==> src/rtl/cursor_overlay_pkg.sv <==
// Shared definitions for the text-cursor overlay stage.
// Character-cell geometry, register map, reset values of the cursor
// registers, and the packed pixel-stream record that travels from pixgen
// through the overlay to vga_output.
package cursor_overlay_pkg;

  // Character-cell geometry and screen size in cells.
  localparam int CHAR_W       = 8;
  localparam int CHAR_H       = 16;
  localparam int COLS         = 80;
  localparam int ROWS         = 30;
  localparam int BLINK_FRAMES = 16;

  // Counter widths.
  localparam int PX_W    = $clog2(CHAR_W);
  localparam int COL_W   = 7;
  localparam int ROW_W   = 5;
  localparam int SCAN_W  = $clog2(CHAR_H);
  localparam int BLINK_W = $clog2(BLINK_FRAMES);

  // Register map for the host write port.
  localparam logic [1:0] ADDR_COL   = 2'd0;
  localparam logic [1:0] ADDR_ROW   = 2'd1;
  localparam logic [1:0] ADDR_SHAPE = 2'd2;
  localparam logic [1:0] ADDR_CTRL  = 2'd3;

  // Cursor shape: scanline range within the cell, inclusive.
  typedef struct packed {
    logic [SCAN_W-1:0] scan_last;
    logic [SCAN_W-1:0] scan_first;
  } shape_t;

  typedef struct packed {
    logic blink_en;
    logic enable;
  } ctrl_t;

  // Underline-style cursor on the last two scanlines, blinking, enabled.
  localparam shape_t SHAPE_RST = 8'hFE;
  localparam ctrl_t  CTRL_RST  = 2'b11;

  // One pixel of the video stream; colour nibbles are {red,green,blue,intense}.
  typedef struct packed {
    logic       nvis;
    logic       pixel;
    logic [3:0] fg;
    logic [3:0] bg;
  } pix_bus_t;

  localparam pix_bus_t PIX_BLANK = '{nvis: 1'b1, pixel: 1'b0, fg: 4'h0, bg: 4'h0};

  // True when the scanline lies inside the cursor shape. An inverted range
  // (first > last) never matches, which gives "no cursor" for free.
  function automatic logic scan_in_shape(input logic [SCAN_W-1:0] scan,
                                         input shape_t           shape);
    return (scan >= shape.scan_first) && (scan <= shape.scan_last);
  endfunction

endpackage

==> src/rtl/cursor_blink.sv <==
// Cursor blink generator.
// Counts frame-start pulses and toggles the visible phase every
// BLINK_FRAMES frames. The phase starts as "shown" out of reset.
// Ports:
//   clk        dot clock
//   nrst       synchronous active-low reset
//   frameStart one-cycle pulse at the start of each frame
//   phase      1 = cursor shown, 0 = cursor hidden
module cursor_blink
  import cursor_overlay_pkg::*;
(
  input  logic clk,
  input  logic nrst,
  input  logic frameStart,
  output logic phase
);

  localparam logic [BLINK_W-1:0] BLINK_LAST = BLINK_W'(BLINK_FRAMES - 1);

  logic [BLINK_W-1:0] frame_cnt_q, frame_cnt_d;
  logic               phase_q, phase_d;

  always_comb begin
    frame_cnt_d = frame_cnt_q;
    phase_d     = phase_q;
    if (frameStart) begin
      if (frame_cnt_q == BLINK_LAST) begin
        frame_cnt_d = '0;
        phase_d     = ~phase_q;
      end else begin
        frame_cnt_d = frame_cnt_q + 1'b1;
      end
    end
  end

  // NOTE: state registers use non-blocking assignments so every flop samples
  // the pre-edge value of its neighbours; blocking here would create
  // order-dependent simulation and a mismatch with the synthesized netlist.
  always_ff @(posedge clk) begin
    if (!nrst) begin
      frame_cnt_q <= '0;
      phase_q     <= 1'b1;
    end else begin
      frame_cnt_q <= frame_cnt_d;
      phase_q     <= phase_d;
    end
  end

  assign phase = phase_q;

endmodule

==> src/rtl/cursor_overlay.sv <==
// Text-cursor overlay between pixgen and vga_output.
// Tracks the character cell and scanline of the incoming pixel from the
// visibility strobe, inverts the pixel inside the host-programmed cursor
// cell, and re-registers the whole stream with one clock of latency.
// Ports:
//   clk, nrst                 dot clock, synchronous active-low reset
//   regWr/regAddr/regWrData   host cursor-register write port
//   frameStart                one-cycle pulse before the first visible line
//   nVisIn, pixelIn, fg*/bg*  pixel stream from pixgen
//   nVisOut, pixelOut, fg*Out/bg*Out  same stream, delayed one clock
module cursor_overlay
  import cursor_overlay_pkg::*;
(
  input  logic       clk,
  input  logic       nrst,
  input  logic       regWr,
  input  logic [1:0] regAddr,
  input  logic [7:0] regWrData,
  input  logic       frameStart,
  input  logic       nVisIn,
  input  logic       pixelIn,
  input  logic       fgRed,
  input  logic       fgGreen,
  input  logic       fgBlue,
  input  logic       fgIntense,
  input  logic       bgRed,
  input  logic       bgGreen,
  input  logic       bgBlue,
  input  logic       bgIntense,
  output logic       nVisOut,
  output logic       pixelOut,
  output logic       fgRedOut,
  output logic       fgGreenOut,
  output logic       fgBlueOut,
  output logic       fgIntenseOut,
  output logic       bgRedOut,
  output logic       bgGreenOut,
  output logic       bgBlueOut,
  output logic       bgIntenseOut
);

  localparam logic [PX_W-1:0]   PX_LAST   = PX_W'(CHAR_W - 1);
  localparam logic [SCAN_W-1:0] SCAN_LAST = SCAN_W'(CHAR_H - 1);
  localparam logic [COL_W-1:0]  COL_LAST  = COL_W'(COLS - 1);
  localparam logic [ROW_W-1:0]  ROW_LAST  = ROW_W'(ROWS - 1);

  // Cursor registers.
  logic [COL_W-1:0] cur_col_q, cur_col_d;
  logic [ROW_W-1:0] cur_row_q, cur_row_d;
  shape_t           shape_q, shape_d;
  ctrl_t            ctrl_q, ctrl_d;

  // Position of the pixel currently presented on the input.
  logic [PX_W-1:0]   px_q, px_d;
  logic [COL_W-1:0]  col_q, col_d;
  logic [SCAN_W-1:0] scan_q, scan_d;
  logic [ROW_W-1:0]  row_q, row_d;
  logic              nvis_prev_q;

  pix_bus_t in_bus, out_d, out_q;
  logic     blink_phase;
  logic     cursor_hit;
  logic     line_end;

  cursor_blink u_blink (
    .clk        (clk),
    .nrst       (nrst),
    .frameStart (frameStart),
    .phase      (blink_phase)
  );

  // Register file: upper data bits beyond each field's width are dropped.
  // NOTE: every always_comb output gets its default first, so no path through
  // the case leaves a variable unassigned and no latch is inferred.
  always_comb begin
    cur_col_d = cur_col_q;
    cur_row_d = cur_row_q;
    shape_d   = shape_q;
    ctrl_d    = ctrl_q;
    if (regWr) begin
      case (regAddr)
        ADDR_COL:   cur_col_d = regWrData[COL_W-1:0];
        ADDR_ROW:   cur_row_d = regWrData[ROW_W-1:0];
        ADDR_SHAPE: shape_d   = shape_t'(regWrData);
        ADDR_CTRL:  ctrl_d    = ctrl_t'(regWrData[1:0]);
        default:    ;
      endcase
    end
  end

  // Visible-to-blank transition marks the end of a scanline.
  assign line_end = !nvis_prev_q && nVisIn;

  // Position counters. Column and row saturate so mismatched timing can
  // never wrap the cursor onto the opposite screen edge.
  always_comb begin
    px_d   = px_q;
    col_d  = col_q;
    scan_d = scan_q;
    row_d  = row_q;
    if (frameStart) begin
      px_d   = '0;
      col_d  = '0;
      scan_d = '0;
      row_d  = '0;
    end else if (line_end) begin
      px_d  = '0;
      col_d = '0;
      if (scan_q == SCAN_LAST) begin
        scan_d = '0;
        if (row_q != ROW_LAST) row_d = row_q + 1'b1;
      end else begin
        scan_d = scan_q + 1'b1;
      end
    end else if (!nVisIn) begin
      if (px_q == PX_LAST) begin
        px_d = '0;
        if (col_q != COL_LAST) col_d = col_q + 1'b1;
      end else begin
        px_d = px_q + 1'b1;
      end
    end
  end

  // Out-of-range column/row never compares equal, so they simply never hit.
  assign cursor_hit = ctrl_q.enable
                    & (blink_phase | ~ctrl_q.blink_en)
                    & (col_q == cur_col_q)
                    & (row_q == cur_row_q)
                    & scan_in_shape(scan_q, shape_q)
                    & ~nVisIn;

  assign in_bus = '{nvis:  nVisIn,
                    pixel: pixelIn,
                    fg:    {fgRed, fgGreen, fgBlue, fgIntense},
                    bg:    {bgRed, bgGreen, bgBlue, bgIntense}};

  always_comb begin
    out_d       = in_bus;
    out_d.pixel = pixelIn ^ cursor_hit;
  end

  always_ff @(posedge clk) begin
    if (!nrst) begin
      cur_col_q   <= '0;
      cur_row_q   <= '0;
      shape_q     <= SHAPE_RST;
      ctrl_q      <= CTRL_RST;
      px_q        <= '0;
      col_q       <= '0;
      scan_q      <= '0;
      row_q       <= '0;
      nvis_prev_q <= 1'b1;
      out_q       <= PIX_BLANK;
    end else begin
      cur_col_q   <= cur_col_d;
      cur_row_q   <= cur_row_d;
      shape_q     <= shape_d;
      ctrl_q      <= ctrl_d;
      px_q        <= px_d;
      col_q       <= col_d;
      scan_q      <= scan_d;
      row_q       <= row_d;
      nvis_prev_q <= nVisIn;
      out_q       <= out_d;
    end
  end

  assign nVisOut      = out_q.nvis;
  assign pixelOut     = out_q.pixel;
  assign fgRedOut     = out_q.fg[3];
  assign fgGreenOut   = out_q.fg[2];
  assign fgBlueOut    = out_q.fg[1];
  assign fgIntenseOut = out_q.fg[0];
  assign bgRedOut     = out_q.bg[3];
  assign bgGreenOut   = out_q.bg[2];
  assign bgBlueOut    = out_q.bg[1];
  assign bgIntenseOut = out_q.bg[0];

endmodule

==> config.mk <==
export PLATFORM = sky130hd
export DESIGN_NAME = cursor_overlay
export DESIGN_NICKNAME = d
export VERILOG_FILES = /design/src/rtl/cursor_overlay_pkg.sv /design/src/rtl/cursor_blink.sv /design/src/rtl/cursor_overlay.sv
export SDC_FILE = /design/constraint.sdc
export NUM_CORES = 1
export LEC_CHECK = 0
export ABC_AREA = 0
export BUFFER_PORTS_ARGS = -buffer_cell sky130_fd_sc_hd__clkbuf_2
export CAP_MARGIN = 25
export CORE_UTILIZATION = 35
export CTS_CLUSTER_DIAMETER = 50
export DETAILED_ROUTE_END_ITERATION = 8
export SLEW_MARGIN = 20
export SYNTH_ARGS = -nofsm -noshare
export SYNTH_HDL_FRONTEND = slang
export SYNTH_SLANG_ARGS = --single-unit
export TNS_END_PERCENT = 10
==> constraint.sdc <==
create_clock -name clk -period 2 [get_ports clk]
set_input_delay 0.4 -clock clk [delete_from_list [all_inputs] [get_ports clk]]
set_output_delay 0.4 -clock clk [all_outputs]
set_load 0.05 [all_outputs]
# Word-level counts from Yosys, hierarchy flattened
# Cells that the tools add are included.
# Widths: inputs -> output; s select.
dict set report totals {
  register_bits 56
  input_bits 24
  out_inout_bits 10
  wordCells 60
}
dict set report op_classes {
  n_addsub 5
  n_lt_le_gt_ge 2
  eq_ne 10
  n_mux 3
  bitwise_logic 11
  reduce_logical 13
}
# operator n
set ops {}
lappend ops {{$reduce_and 2->1} 5}
lappend ops {{$add 4x1->4 const B} 2}
lappend ops {{$eq 4x4->1 const B} 2}
lappend ops {{$mux 4} 2}
lappend ops {{$add 7x1->7 const B} 1}
lappend ops {{$eq 7x7->1} 1}
lappend ops {{$ne 7x7->1 const B} 1}
lappend ops {{$reduce_and 3->1} 2}
lappend ops {{$add 5x1->5 const B} 1}
lappend ops {{$and 1x1->1} 5}
lappend ops {{$eq 5x5->1} 1}
lappend ops {{$ne 5x5->1 const B} 1}
lappend ops {{$eq 2x2->1 const B} 2}
lappend ops {{$ge 4x4->1} 1}
lappend ops {{$le 4x4->1} 1}
lappend ops {{$not 1->1} 4}
lappend ops {{$add 3x1->3 const B} 1}
lappend ops {{$eq 3x3->1 const B} 1}
lappend ops {{$mux 3} 1}
lappend ops {{$reduce_or 3->1} 1}
lappend ops {{$eq 2x1->1 const B} 1}
lappend ops {{$logic_and 1x1->1} 2}
lappend ops {{$logic_not 2->1} 1}
lappend ops {{$reduce_or 2->1} 1}
lappend ops {{3 further kinds} 3}

# Longest topological paths before layout
# Gate-level depths: netlist of the first run.
dict set report depth {
  ltp_word 8
  depth_mapped 8
  mapped_depth_nobuf 7
}

# Modules after synthesis
# From an unflattened synthesis of the first run, not the netlist that was laid out.
dict set report hier_totals {
  cells_unflattened 260
  hier_area_um2 2513.7
}
# mod n_inst cells_per_inst area_per_inst_um2 seq_area_each_um2
set by_module_without_submodules {}
lappend by_module_without_submodules {cursor_overlay 1 237 2290.9 1021.0}
lappend by_module_without_submodules {cursor_blink 1 23 222.7 100.1}

# Worst setup path before layout of the first run
# Ideal clock, no wire load.
dict set report synth_timing {
  path_type {flip-flop to flip-flop}
  startpoint {register scan_q[0]}
  endpoint {register out_q, in the netlist pixelOut}
  arrival_ns 1.544
  setup_slack_ns 0.384
  path_stages_with_launch 8
  n_path_buf 0
  period_less_slack_ns 1.616
  cell_sequence {dfxtp_1 inv_1 ha_1 nand2b_1 a211o_1 a21oi_1 or4_1 a21oi_1}
}
dict set report synth_via {
  elab_chain_cells 5
}
# element line_no
set synth_lines {}
lappend synth_lines {{start: declaration} cursor_overlay.sv:56} ;# logic [SCAN_W-1:0] scan_q, scan_d;
lappend synth_lines {{start signal: assignment} cursor_overlay.sv:162} ;# scan_q <= scan_d;
lappend synth_lines {{$ge 4x4->1 or $le 4x4->1 (tied branches)} cursor_overlay_pkg.sv:56} ;# return (scan >= shape.scan_first) && (scan <= shape.scan_last);
lappend synth_lines {{$logic_and 1x1->1 *} cursor_overlay_pkg.sv:56}
lappend synth_lines {{$and 1x1->1 *} cursor_overlay.sv:130} ;# & scan_in_shape(scan_q, shape_q)
lappend synth_lines {{$and 1x1->1 *} cursor_overlay.sv:131} ;# & ~nVisIn;
lappend synth_lines {{$xor 1x1->1 *} cursor_overlay.sv:140} ;# out_d.pixel = pixelIn ^ cursor_hit;
lappend synth_lines {{end signal: assignment} cursor_overlay.sv:165} ;# out_q <= out_d;
lappend synth_lines {{end: declaration} cursor_overlay.sv:60} ;# pix_bus_t in_bus, out_d, out_q;
# Mark *: on every way between the ends. The rest lies on a longest branch, timed or not.
# A chain may end at the register's enable or synchronous reset.

# Worst setup path in the final report of the first run
dict set report layout_timing {
  startpoint {register scan_q[1]}
  endpoint {register out_q, in the netlist pixelOut}
}
# The elaborated chain is that of the path after synthesis.

==> results of run 1 <==
sequential cells by signal (all words and copies together) (netlist names):
register,count
u_blink.phase,1
bgRedOut,1
cur_col_q,7
bgBlueOut,1
ctrl_q,2
col_q,7
row_q,5
pixelOut,1
bgIntenseOut,1
px_q,3
fgGreenOut,1
bgGreenOut,1
fgRedOut,1
shape_q,8
scan_q,4
cur_row_q,5
fgBlueOut,1
u_blink.frame_cnt_q,4
nVisOut,1
fgIntenseOut,1
worst max-delay path by stage:
stage / from / end / depth (start not counted)
after global routing: scan_q[1] / pixelOut / 6
after global placement: scan_q[1] / pixelOut / 6
after detailed placement: scan_q[1] / pixelOut / 6
after floorplan: scan_q[0] / pixelOut / 7
after CTS: scan_q[1] / pixelOut / 6
final: scan_q[1] / pixelOut / 6
stage by stage:
stage	util, %	std cells	setup slack [ps]	area [um2]
after floorplan	-	260	384	2470
after global placement	40.3	381	305	2740
after detailed placement	40.3	381	254	2740
after CTS	41.9	389	232	2850
after global routing	41.9	389	53.2	2850
final	41.9	389	246	2850
power by group:
group | internal, mW | total (mW) | switching [mW]
registers | 1.15 | 1.16 | 0.0168
clock network | 0.372 | 0.728 | 0.356
logic | 0.0766 | 0.200 | 0.123
final cells by class:
cell class,count,area [um2]
flip-flops and latches,56,1120
well taps,96,120
fillers,684,3950
multi-input cells,181,1260
clock inverters,2,35.0
repair buffers,37,195
inverters,11,41.3
clock buffers,6,72.6
layer usage:
metal | up-vias | global-route usage (%) | routed length (um)
li1 | 942 | - | -
met1 | 842 | 17.5 | 2310
met2 | 38 | 22.0 | 2210
met3 | 6 | 4.23 | 198
met4 | 0 | 5.00 | 62
met5 | - | 0 | 0
kinds of logic (layout without fill, tap and decap cells):
logic type / after synthesis / in the layout / share of synthesized area (%)
xor+xnor: 27 / 27 / 9.56
buf+inv: 23 / 56 / 3.64
simple gates: 96 / 96 / 19.4
fa+ha+maj: 15 / 15 / 7.59
flops: 56 / 56 / 45.3
compound gates: 23 / 23 / 6.37
mux: 20 / 20 / 8.14
cell usage in the layout (no fill, tap or decap), types with 2 or more instances in the layout:
| cell | n |
|---|---|
| dfxtp_1 | 56 |
| nor2_1 | 34 |
| clkbuf_2 | 33 |
| xor2_1 | 23 |
| nand2_1 | 21 |
| mux2i_1 | 19 |
| ha_1 | 15 |
| nand4_1 | 11 |
| inv_1 | 9 |
| and2_1 | 8 |
| a21oi_1 | 8 |
| o211ai_1 | 7 |
| clkbuf_8 | 5 |
| xnor2_1 | 4 |
| buf_4 | 4 |
| and3_1 | 3 |
| nand3_1 | 3 |
| nor2b_1 | 2 |
| nand2b_1 | 2 |
| nand3b_1 | 2 |
| nor4_2 | 2 |
| nor3_1 | 2 |
==> metrics, run 1 <==
Req. time, crit path 2230 ps; final-report hold violation count 0; Slew headroom between 60% and 70%; Slowest cell on crit path or4_1; sequential element share of the synthesized area 45.3%; Pre-antenna DRT Iters 4; fin crit period around 1800 ps; DR iter-0 viols 42; CTS Buf Count 5; HPWL Detailed roughly 3600 um; Pleak 1.33 nW; Die H 86.1 um; worst hold start bgGreen; Hold EP bgGreenOut; cell depth of the worst min-delay path 2; vias per cell 4.70; Buffers & Inverters on Critical Path 0; clk slew on worst S/H paths approximately 100 ps; Synth Net Count 299; Layout Nets 331; Max Slew Vio Count 0; Setup TNS 0 ps; CP top delay family simple AND/OR/NAND/NOR gates; wire length reported by the detailed router 4780 um; Max clock buf depth 2; reg2reg start scan_q[1]; Min Hold Slack between 200 and 300 ps; CP cell instances ha_1 > nor2b_1 > o211ai_1 > a21oi_1 > or4_1 > a21oi_1; Placer Congestion 0.778; FMAX about 0.57 GHz; Final Setup Violations 0; Max Cap Violations 0; power density cells approximately 730 mW/mm2; total gr overflow 0; setup bufs post-CTS 0; CTS tree yes; Netlist Area Pre-Place 0.00247 mm2; # H-tree levels 2; first-pass GRT wire length approximately 7900 um; worst reg2reg endpoint pixelOut; crit path kind reg2reg; CTS sink cnt 56; Die X roughly 86 um; Die Area 0.00741 mm2; initial antenna violation count 0; CTS Hold Bufs 0; vias in the first global route 1,731; IO Count 34; slew of the pin with the lowest slew margin 565 ps; P&R area growth vs syn 15.1%; Worst Skew slightly below 6 ps; final period utilization roughly 90%; Yosys top cell by area dfxtp_1; FF-to-FF setup slack 250 ps; starting density of the core between 30% and 40%; Design Power about 2.1 mW; synth unique cells 39; Clock Latency Late Sink 310 ps; share of cells above drive strength 1 between 10% and 20%; top cells by area, synth dfxtp_1, xor2_1, mux2i_1; RSZ-0062 raised after global routing no; ys async rst share 0%; Post-synth EDFFs 0; IO Port Bufs 33; top_reg_cell synth dfxtp_1; R2R cell count 6; core footprint between 0.006 and 0.007 mm2; CP endpoint kind flip-flop; Residual DRC 0; pin count of the biggest net entering global routing 19; via count of the routed design 1,828; Synth top cells by count dfxtp_1, nor2_1, xor2_1; most numerous cell in the Yosys netlist dfxtp_1; Placement Rows 30; Yosys warning count 0; outcome complete, no violations; syn_area_per_cell 9.51 um2; crit-path max cell delay 470 ps; crit-path max FO 5; CTS root buf clkbuf_8; Worst Path Arrival around 2000 ps; Routed Antenna Nets 0; crit-path most repeated cell a21oi_1; Synth top area share between 40% and 50%; Syn Inst Count 260; GR Util All Layers 13.8%; DR WL/cell 12.3 um; Post-CTS Resized 0; Max IR drop VDD 376 uV; ANT cells 0; crit path launch type flip-flop; FF+latch count, synth 56; Tightest Hold Check Type in2reg
Power figures use the tool's default switching activity.
==> inputs of run 2 (changes only) <==
CTS_BUF_LIST = sky130_fd_sc_hd__clkbuf_2   (was not set)
HOLD_SLACK_MARGIN = 0.05   (was not set)
PLACE_DENSITY_LB_ADDON = 0.1   (was not set)
==> run 2 against run 1 <==
Clock power down 39%. Die area is the same. Power is 13% lower. Clock skew is 19 ps higher. Flip-flop and latch count unchanged. Final area shrank 1.9%. Register-to-register slack barely moved. Largest cell class unchanged. Highest routed layer unchanged.
==> metrics, run 2 (synthesized netlist as in run 1, its figures left out) <==
final period utilization 88.4% (+0.65 points); ANT cells 0 (unchanged); cell depth of the worst min-delay path 2 (unchanged); pin count of the biggest net entering global routing 21 (+2); DR WL/cell 12.3 um (+0.20%); starting density of the core 36.4% (unchanged); max FFs per register 8 (unchanged); initial antenna violation count 0 (unchanged); CTS root buf clkbuf_2; FMAX 0.566 GHz (-0.74%); Placement Rows 30 (unchanged); Die H 86.1 um (unchanged); power density cells 650 mW/mm2 (-11%); crit path launch type flip-flop; final-report hold violation count 0 (unchanged); Post-CTS Resized 0 (unchanged); commonest non-fill, non-tap cells in the layout dfxtp_1, clkbuf_2, nor2_1, xor2_1, nand2_1; Slew headroom 67.1% (+5.0 points); clk slew on worst S/H paths 280 ps (+180 ps); IO Port Bufs 33 (unchanged); share of cells above drive strength 1 17.0% (+0.62 points); DR iter-0 viols 40 (-4.8%); Placer Congestion 0.811 (+4.3%); # H-tree levels 2 (unchanged); Max Slew Vio Count 0 (unchanged); CTS Hold Bufs 0 (unchanged); Worst Path Arrival 2150 ps (+170 ps); via count of the routed design 1,760 (-3.7%); Setup TNS 0 ps (unchanged); first-pass GRT wire length 8300 um (+4.5%); Clock Latency Late Sink 450 ps (+140 ps); slew of the pin with the lowest slew margin 494 ps (-70.9 ps); Largest Register shape_q; outcome complete, no violations; Pleak 1.31 nW (-1.6%); registers with the most flip-flops shape_q (8), col_q (7), cur_col_q (7); setup bufs post-CTS 0 (unchanged); most common cell after layout, fill and taps aside dfxtp_1; Worst Skew 24.5 ps (+18.6 ps); Tightest Hold Check Type in2reg; RSZ-0062 raised after global routing no; vias in the first global route 1,710 (-1.2%); Die Area 0.00741 mm2 (unchanged); Final Setup Violations 0 (unchanged); GR Util All Layers 14.5% (+0.67 points); crit-path max FO 4 (-1); Max clock buf depth 2 (unchanged); total gr overflow 0 (unchanged); core footprint 0.00679 mm2 (unchanged); HPWL Detailed 3600 um (+0.29%); wire length reported by the detailed router 4800 um (+0.46%); CTS sink cnt 56 (unchanged); Design Power 1.82 mW (-13%); vias per cell 4.51 (-4.0%); R2R cell count 7 (+1); Pre-antenna DRT Iters 4 (unchanged); Die X 86.1 um (unchanged); CP endpoint kind flip-flop; CTS tree yes; Req. time, crit path 2380 ps (+150 ps); Routed Antenna Nets 0 (unchanged); Residual DRC 0 (unchanged); crit path kind reg2reg; IO Count 34 (unchanged); P&R area growth vs syn 12.9%; fin crit period 1770 ps (+13.1 ps); Max Cap Violations 0 (unchanged); CTS Buf Count 5 (unchanged); Max IR drop VDD 318 uV (-15%); Layout Nets 332 (+0.30%)
## run 2: through the flow
stage	worst slack (ps)	util, %	cells	area (um2)	hold WS (ps)
finish	233	41.1	390	2790	124
global route	139	41.1	390	2790	66.4
CTS	224	41.1	390	2790	94.2
global placement	315	40.4	382	2750	464
detailed placement	281	40.4	382	2750	468
floorplan	384	-	260	2470	441
## run 2: worst max-delay path, cell delays in order, from the launching register on
cell,delay [ps]
dfxtp_1,440
inv_1,80
ha_1,270
nand2b_1,100
a211o_1,120
a21oi_1,70
or4_1,500
a21oi_1,150
## run 2: final timing paths
path | start | to | slack (ps)
worst min-delay path | fgGreen | fgGreenOut | 120
worst max-delay path | scan_q[0] | pixelOut | 230
worst max register to register | scan_q[0] | pixelOut | 230
worst min register to register | shape_q[0] | shape_q[0] | 500
## run 2: final cells by class
cell class              instances  area [um2]
clock buffers                   6        30.0
clock inverters                 2        16.3
fillers                       703        4000
inverters                      11        41.3
multi-input cells             181        1260
flip-flops and latches         56        1120
well taps                      96         120
repair buffers                 38         203
## run 2: power by group
group / leakage, nW / switching [mW] / internal (mW)
clock network: 0.0292 / 0.353 / 0.0935
registers: 0.457 / 0.0167 / 1.15
logic: 0.820 / 0.123 / 0.0779
total: 1.31 / 0.493 / 1.32
## run 2: routing by layer
metal | vias up | share of wire, % | track usage [%]
li1 | 943 | - | -
met1 | 785 | 51 | 19.1
met2 | 27 | 45 | 23.6
met3 | 5 | 3.2 | 3.18
met4 | 0 | 1.2 | 4.39
met5 | - | 0 | 0
